### config.mk
export PLATFORM = sky130hd
export DESIGN_NAME = cdb_arbiter
export DESIGN_NICKNAME = d
export VERILOG_FILES = /design/src/rtl/cdb_arbiter.sv
export SDC_FILE = /design/constraint.sdc
export NUM_CORES = 1
export LEC_CHECK = 0
export BUFFER_PORTS_ARGS = -buffer_cell sky130_fd_sc_hd__buf_2
export CAP_MARGIN = 20
export CELL_PAD_IN_SITES_DETAIL_PLACEMENT = 0
export CELL_PAD_IN_SITES_GLOBAL_PLACEMENT = 1
export CORE_AREA = 2 2 172 174
export CTS_BUF_LIST = sky130_fd_sc_hd__clkbuf_4
export CTS_CLUSTER_DIAMETER = 120
export DETAILED_ROUTE_END_ITERATION = 12
export DIE_AREA = 0 0 174 176
export MAX_ROUTING_LAYER = met4
export PLACE_DENSITY = 0.9
export SLEW_MARGIN = 20
export SYNTH_ARGS = -nofsm -noshare
export SYNTH_HDL_FRONTEND = slang
export SYNTH_SLANG_ARGS = --single-unit
### constraint.sdc
create_clock -name clock -period 6.1 [get_ports clock]
set_clock_uncertainty 0.2 [all_clocks]
set_input_delay 1.22 -clock clock [delete_from_list [all_inputs] [get_ports clock]]
set_output_delay 1.22 -clock clock [all_outputs]
set_load 0.05 [all_outputs]
### src/rtl/cdb_arbiter.sv
// Common data bus arbiter: one-entry holding buffer per completing unit, one
// registered CDB broadcast per cycle. Define CDB_AGE_PRIORITY_EN for oldest-first arbitration.
module cdb_arbiter #(
  parameter int unsigned NUM_REQ = 4,
  parameter int unsigned TAG_W   = 5,
  parameter int unsigned DATA_W  = 32,
  localparam int unsigned SRC_W  = (NUM_REQ > 1) ? $clog2(NUM_REQ) : 1,
  localparam int unsigned CNT_W  = $clog2(NUM_REQ) + 1
) (
  input  logic                        clock,
  input  logic                        reset,
  input  logic                        squash,
  input  logic [NUM_REQ-1:0]          req_valid,
  input  logic [NUM_REQ*TAG_W-1:0]    req_tag,
  input  logic [NUM_REQ*DATA_W-1:0]   req_value,
  input  logic [NUM_REQ*DATA_W-1:0]   req_pc,
  input  logic [NUM_REQ-1:0]          req_take_branch,
  input  logic [TAG_W-1:0]            rob_head,
  output logic [NUM_REQ-1:0]          req_ready,
  output logic                        cdb_valid,
  output logic [TAG_W-1:0]            cdb_tag,
  output logic [DATA_W-1:0]           cdb_value,
  output logic [DATA_W-1:0]           cdb_pc,
  output logic                        cdb_take_branch,
  output logic [SRC_W-1:0]            cdb_src,
  output logic [CNT_W-1:0]            pending_cnt
);

  typedef struct packed {
    logic [TAG_W-1:0]  tag;
    logic [DATA_W-1:0] value;
    logic [DATA_W-1:0] pc;
    logic              take_branch;
  } payload_t;

  payload_t             req_pl    [NUM_REQ];
  payload_t             buf_q     [NUM_REQ];
  logic [NUM_REQ-1:0]   buf_valid;
  logic [SRC_W-1:0]     rr_ptr;

  logic                 found;
  logic [SRC_W-1:0]     winner;
  logic                 grant_any;
  logic [NUM_REQ-1:0]   grant;
  logic [NUM_REQ-1:0]   accept;
  logic [NUM_REQ-1:0]   buf_valid_nxt;
  logic [CNT_W-1:0]     pending_nxt;
  logic [SRC_W-1:0]     rr_ptr_nxt;

  // Unpack the flat per-unit request buses
  always_comb begin
    for (int unsigned i = 0; i < NUM_REQ; i++) begin
      req_pl[i].tag         = req_tag[i*TAG_W +: TAG_W];
      req_pl[i].value       = req_value[i*DATA_W +: DATA_W];
      req_pl[i].pc          = req_pc[i*DATA_W +: DATA_W];
      req_pl[i].take_branch = req_take_branch[i];
    end
  end

`ifdef CDB_AGE_PRIORITY_EN
  logic [TAG_W-1:0] best_age;
  logic [TAG_W-1:0] cur_age;

  // Oldest result relative to the ROB head wins; strict compare keeps ties at the lowest index
  always_comb begin
    found    = 1'b0;
    winner   = '0;
    best_age = '0;
    cur_age  = '0;
    for (int unsigned i = 0; i < NUM_REQ; i++) begin
      cur_age = buf_q[i].tag - rob_head;
      if (buf_valid[i] && (!found || (cur_age < best_age))) begin
        found    = 1'b1;
        winner   = SRC_W'(i);
        best_age = cur_age;
      end
    end
  end
`else
  int unsigned rr_idx;
  logic        unused_rob_head;

  assign unused_rob_head = ^rob_head;

  // Round-robin search over occupied buffers starting at the pointer
  always_comb begin
    found  = 1'b0;
    winner = '0;
    rr_idx = 0;
    for (int unsigned k = 0; k < NUM_REQ; k++) begin
      rr_idx = 32'(rr_ptr) + k;
      if (rr_idx >= NUM_REQ) begin
        rr_idx = rr_idx - NUM_REQ;
      end
      if (!found && buf_valid[rr_idx]) begin
        found  = 1'b1;
        winner = SRC_W'(rr_idx);
      end
    end
  end
`endif

  // Squash suppresses the grant so nothing reaches the CDB on a flush edge
  always_comb begin
    grant     = '0;
    grant_any = found && !squash;
    if (grant_any) begin
      grant[winner] = 1'b1;
    end
  end

  assign req_ready = squash ? '0 : (~buf_valid | grant);
  assign accept    = req_valid & req_ready;

  always_comb begin
    buf_valid_nxt = squash ? '0 : ((buf_valid & ~grant) | accept);
    pending_nxt   = '0;
    for (int unsigned i = 0; i < NUM_REQ; i++) begin
      pending_nxt = pending_nxt + CNT_W'(buf_valid_nxt[i]);
    end
  end

  assign rr_ptr_nxt = (32'(winner) == NUM_REQ - 1) ? '0 : SRC_W'(winner + 1'b1);

  // Payload storage carries no reset; occupancy is tracked by buf_valid
  always_ff @(posedge clock) begin
    for (int unsigned i = 0; i < NUM_REQ; i++) begin
      if (accept[i]) begin
        buf_q[i] <= req_pl[i];
      end
    end
  end

  always_ff @(posedge clock or posedge reset) begin
    if (reset) begin
      buf_valid       <= '0;
      pending_cnt     <= '0;
      rr_ptr          <= '0;
      cdb_valid       <= 1'b0;
      cdb_tag         <= '0;
      cdb_value       <= '0;
      cdb_pc          <= '0;
      cdb_take_branch <= 1'b0;
      cdb_src         <= '0;
    end else begin
      buf_valid   <= buf_valid_nxt;
      pending_cnt <= pending_nxt;
      cdb_valid   <= grant_any;
      if (grant_any) begin
        cdb_tag         <= buf_q[winner].tag;
        cdb_value       <= buf_q[winner].value;
        cdb_pc          <= buf_q[winner].pc;
        cdb_take_branch <= buf_q[winner].take_branch;
        cdb_src         <= winner;
        rr_ptr          <= rr_ptr_nxt;
      end
    end
  end

endmodule

* Word level (Yosys, flattened, before mapping) *
Memory sizes are Yosys's and may differ from the RTL's. A register that Yosys moved wholly into a read port is not among the register bits.
Cells that the tools add are included.

cells by class
  bitwise gates (word level) = 6
  equality and inequality tests = 1
  $add $sub $neg = 11
  reduce and logical (&&, ||, !) cells = 9
  muxes and demuxes = 34
  magnitude comparators = 10

operator list
  cell                   count
  $lt A32 B3 Y1 const B  4
  $mux W32               4
  $mux W1                17
  $mux W4                3
  $sub A3 B3 Y4 const B  3
  $mux W2                5
  $ge A3 B3 Y1 const B   3
  $and A4 B4 Y4          2
  $bmux W1 S2            4
  $not A4 Y4             2
  $or A4 B4 Y4           2
  $add A2 B2 Y3 const B  2
  $logic_and A1 B1 Y1    5
  $logic_not A1 Y1       4
  $sub A2 B3 Y4 const B  1
  $add A2 B1 Y3          1
  $add A2 B1 Y3 const B  1
  $add A3 B1 Y3          1
  $ge A2 B3 Y1 const B   1
  $lt A2 B3 Y1 const B   1
  $add A1 B1 Y2          1
  $add A2 B1 Y2 const B  1
  $demux W1 S2           1
  $eq A2 B2 Y1 const B   1
  $ge A2 B1 Y1 const B   1

word-level totals
  logic and storage cells = 77
  flip-flop bits (word level) = 12
  memories kept = 1
  memory bits (writable) = 280
  output and inout port bits = 80
  input bits = 292

memory list
  name   depth  width  read ports  clocked after memory_dff  wr ports  RTL line  text
  buf_q  4      70     1           1                         4         37        payload_t buf_q [NUM_REQ];

* Logic depth before layout (Yosys ltp) *
  depth after elaboration = 27
  mapped depth = 12
  mapped depth without buffers = 10

* Least setup slack after synthesis *
No wires, ideal clock.

  path kind = input port to flip-flop
  start = input squash
  end = memory buf_q[0][0] in the netlist's numbering, enable pin
  data arrival time = 4.000 ns
  cell stages on the path = 3
  data required time = 5.465 ns
  setup time = 0.435 ns
  setup slack = 1.465 ns
  buffers on the path = 1
  path through = clkbuf_1 a21oi_1 and2_1

RTL lines
  element          RTL line  text
  start, declared  12        input logic squash,
  end, declared    37

* Final worst setup path *
  start = register rr_ptr[1]
  end = output req_ready[2]

between the ends
  word-level cells in the longest chain between the ends = 21
  elaborated cells between the ends (all ways) = 46
  those cells by class = add/sub: 7; order compare: 6; mux: 24; bitwise: 1; reduce/logical: 8

ends and longest elaborated chain
  element                                                 RTL line  text
  start, declared                                         39        logic [SRC_W-1:0] rr_ptr;
  start signal, assigned                                  155       rr_ptr <= rr_ptr_nxt;
  branches (longest 18 deep; another with $sub A3 B3 Y4)  -
  $mux W4 (*)                                             107       if (grant_any) begin
  $or A4 B4 Y4 (*)                                        112       assign req_ready = squash ? '0 : (~buf_valid | grant);
  $mux W4 (*)                                             112
  end, declared                                           19        output logic [NUM_REQ-1:0] req_ready,

Mark *: on every way between the ends. The select of a mux whose other input is x is not followed.

==> results.md <==
* Pre-antenna DRT Iters at 6
* Worst min-delay path class: register to register
* Synth Area in Simple Gates at 1.33%
* Compound-gate portion of the synthesized area at 9.22%
* Latest clock arrival within the worst-skew pair at 0.67 ns
* Synth unique cells at 34
* Setup slack after layout at 1.95 ns
* PD cells at 406 nW/um2
* All-Layer GR Usage at 22.9%
* CP max stage delay at 0.57 ns
* Die area at 30600 um2
* Final Util at 57.1%
* CP Launch Type: register
* H-tree depth at 3
* MaxCap Viol Count at 0
* Maximum fanout along the worst path at 11
* Initial core utilization at 44.9%
* CP max-delay cell: dfrtp_1
* Worst EP required at 4.68 ns
* Syn Nets at 974
* Mapped Cells at 678
* Main synth FF type: edfxtp_1
* Critical Path Most Common Cell: o21ai_0
* CTS Buffer Depth at 3
* Antenna violations before repair at 10
* Port Buf Inserts at 366
* Max frequency at 0.241 GHz
* Top post-synthesis cells by area: edfxtp_1 66%, dfrtp_1 16%, mux2i_1 5.5%
* Pin count of the biggest net entering global routing at 71
* Hold Slack at 0.256 ns
* Post-cts sizing count at 0
* CTS root buf: clkbuf_4
* CTS Sinks at 362
* Hold bufs inserted after CTS at 0
* Placer Congestion at 0.833
* CTS tree: done
* Top Metal Used: met4
* # fillers at 2305
* Fin crit period at 4.15 ns
* Top cell family by delay on the critical path: compound AO/OA/AOI/OAI gates
* Top-area cell type share of the netlist area at 65.6%
* Total wire length at 34100 um
* Synthesized area at 12800 um2
* Slew HR at 30.0%
* Syn_area_per_cell at 18.9 um2
* Fin. Hold Viols at 0
* Synth Register Bits at 362
* I/O pin cnt at 372
* TNS Setup at 0 ns
* M1 WL at 12500 um
* Area leader, netlist: edfxtp_1
* Placeable Area at 28500 um2
* Die height at 176 um
* Most frequent cells in the layout: 366 x buf_2, 280 x edfxtp_1, 140 x clkbuf_4
* Final setup violation count at 0
* Vias in the first global route at 9039
* Main combinational cell family by area after synthesis: compound AO/OA/AOI/OAI gates
* Sw Ratio at 33.1%
* First-pass GRT wire length at 50600 um
* WP buf/inv at 1
* Unrepaired setup endpoints after global routing: no
* Post-synthesis xor/xnor area fraction at 0%
* Multi-input gate area at 2170 um2
* Layout area overhead at 27.1%
* Status: finished clean
* Logic pwr share at 22.8%
* Seq/Total Area, Yosys at 81.6%
* Post-synth EDFFs at 280
* Clk slew on worst S/H paths at 0.07 ns
* Pre-CTS setup slack at 2.02 ns
* Total power at 0.00661 W
* Post-Synth Adder-Cell Area at 0.449%
* Commonest non-fill, non-tap cell in the layout: buf_2
* Fin. max-slew vios at 0
* FF/Latch Area at 10500 um2
* Int Power at 0.00442 W
* Worst Setup Path Type: register to primary output
* Critical path capture point type: primary output
* Layout cells sized above 1 at 45.5%
* WL met3 at 3200 um
* Synth warnings at 0
* Number of CTS-inserted buffers at 91
* P_sw at 0.00219 W
* P_leak at 6.62 nW
* Vias per cell at 5.28
* Die width at 174 um
* Setup bufs post-CTS at 0
* Layout net count at 1405
* Antenna-violating nets left at 0
* Via count at 8337
* Wire per inst at 21.6 um
* Crit-path cells: mux2i_1, o21ai_0, nor2_1, o21ai_0, and2_1, buf_2
* # DRC at 0
* Worst EP arrival at 2.73 ns
* Clock power frac at 30.4%
* HPWL Detailed at 21100 um
* Actual slew at the worst max-slew pin at 1.05 ns
* Final period util at 68.0%
* DR iter-0 viols at 648
* Mux cell area share after synthesis at 5.54%
* Worst VDD drop at 0.242 mV
* Gr ovfl total at 0
* Routed wl met2 at 17400 um
* Ys async rst share at 22.7%
* Sequential fraction of design power at 46.8%
* Rows at 62
-- worst register-to-register path: stages, from the launching register on --
cell	delay [ns]
dfrtp_1	0.57
mux2i_1	0.13
o21ai_0	0.45
nor2_1	0.10
o21ai_0	0.36
and3_4	0.91
buf_4	0.42
-- cell usage after synthesis (all sizes together), types with 3 or more instances --
library cell and count:
edfxtp 280, buf 18, clkbuf 23, dfrtp 82
a21oi 10, a222oi 69, mux2i 71, inv 7
o21ai 75, ha 3, nor2 11, nor2b 3
nor3 3, and2 4, nand2 5
-- layout make-up --
| type | instances | area share (%) |
|---|---|---|
| multi-input cells | 268 | 13.3 |
| flip-flops and latches | 362 | 64.2 |
| inverters | 7 | 0.177 |
| well taps | 384 | 2.95 |
| repair buffers | 379 | 12.0 |
| clock inverters | 27 | 0.737 |
| clock buffers | 140 | 6.45 |
| diodes | 12 | 0.184 |
-- metrics by stage --
| stage | cell area (um2) | instances |
|---|---|---|
| after detailed placement | 15100 | 1400 |
| after CTS | 16300 | 1567 |
| after floorplan | 12800 | 678 |
| final | 16300 | 1579 |
| after global placement | 15100 | 1399 |
| after global routing | 16300 | 1578 |
-- power groups by stage --
stage,sequential (W),clock [W],combinational [W]
6_report,0.00309,0.00201,0.00151
2_1_floorplan,0.00370,0,0.000479
3_3_place_gp,0.00313,0,0.00149
4_1_cts,0.00309,0.00207,0.00152
3_5_place_dp,0.00314,0,0.00152
5_1_grt,0.00312,0.00221,0.00159
-- cell families after synthesis --
| group | after synthesis |
|---|---|
| AO/OA/AOI/OAI | 162 |
| buffers and inverters | 48 |
| adder cells (fa/ha/maj) | 4 |
| flip-flops | 362 |
| multiplexers | 71 |
| AND/OR/NAND/NOR | 31 |
-- final timing paths --
path	start	endpoint	slack (ns)	depth (start not counted)
max in group asynchronous	reset	cdb_value[18]	4.16	3
max reg2reg	rr_ptr[1]	buf_q[2][11]	2.64	6
min	buf_q[1][7]	cdb_pc[6]	0.26	2
min in group asynchronous	reset	cdb_pc[30]	0.41	2
min reg2reg	buf_q[1][7]	cdb_pc[6]	0.26	2
max	rr_ptr[1]	req_ready[2]	1.95	6
-- registers in the layout (all words and copies together) (netlist names) --
name,flops
rr_ptr,2
cdb_pc,32
cdb_valid,1
cdb_src,2
pending_cnt,3
cdb_value,32
buf_q,280
cdb_take_branch,1
cdb_tag,5
buf_valid,4
-- metal layers --
metal / vias to the layer above / global-route usage [%]
met5: - / -
met4: 0 / 11.1
met3: 68 / 6.22
met2: 498 / 38.5
met1: 4055 / 25.4
li1: 3716 / -
Note: power is estimated with default switching activity, not from simulation.
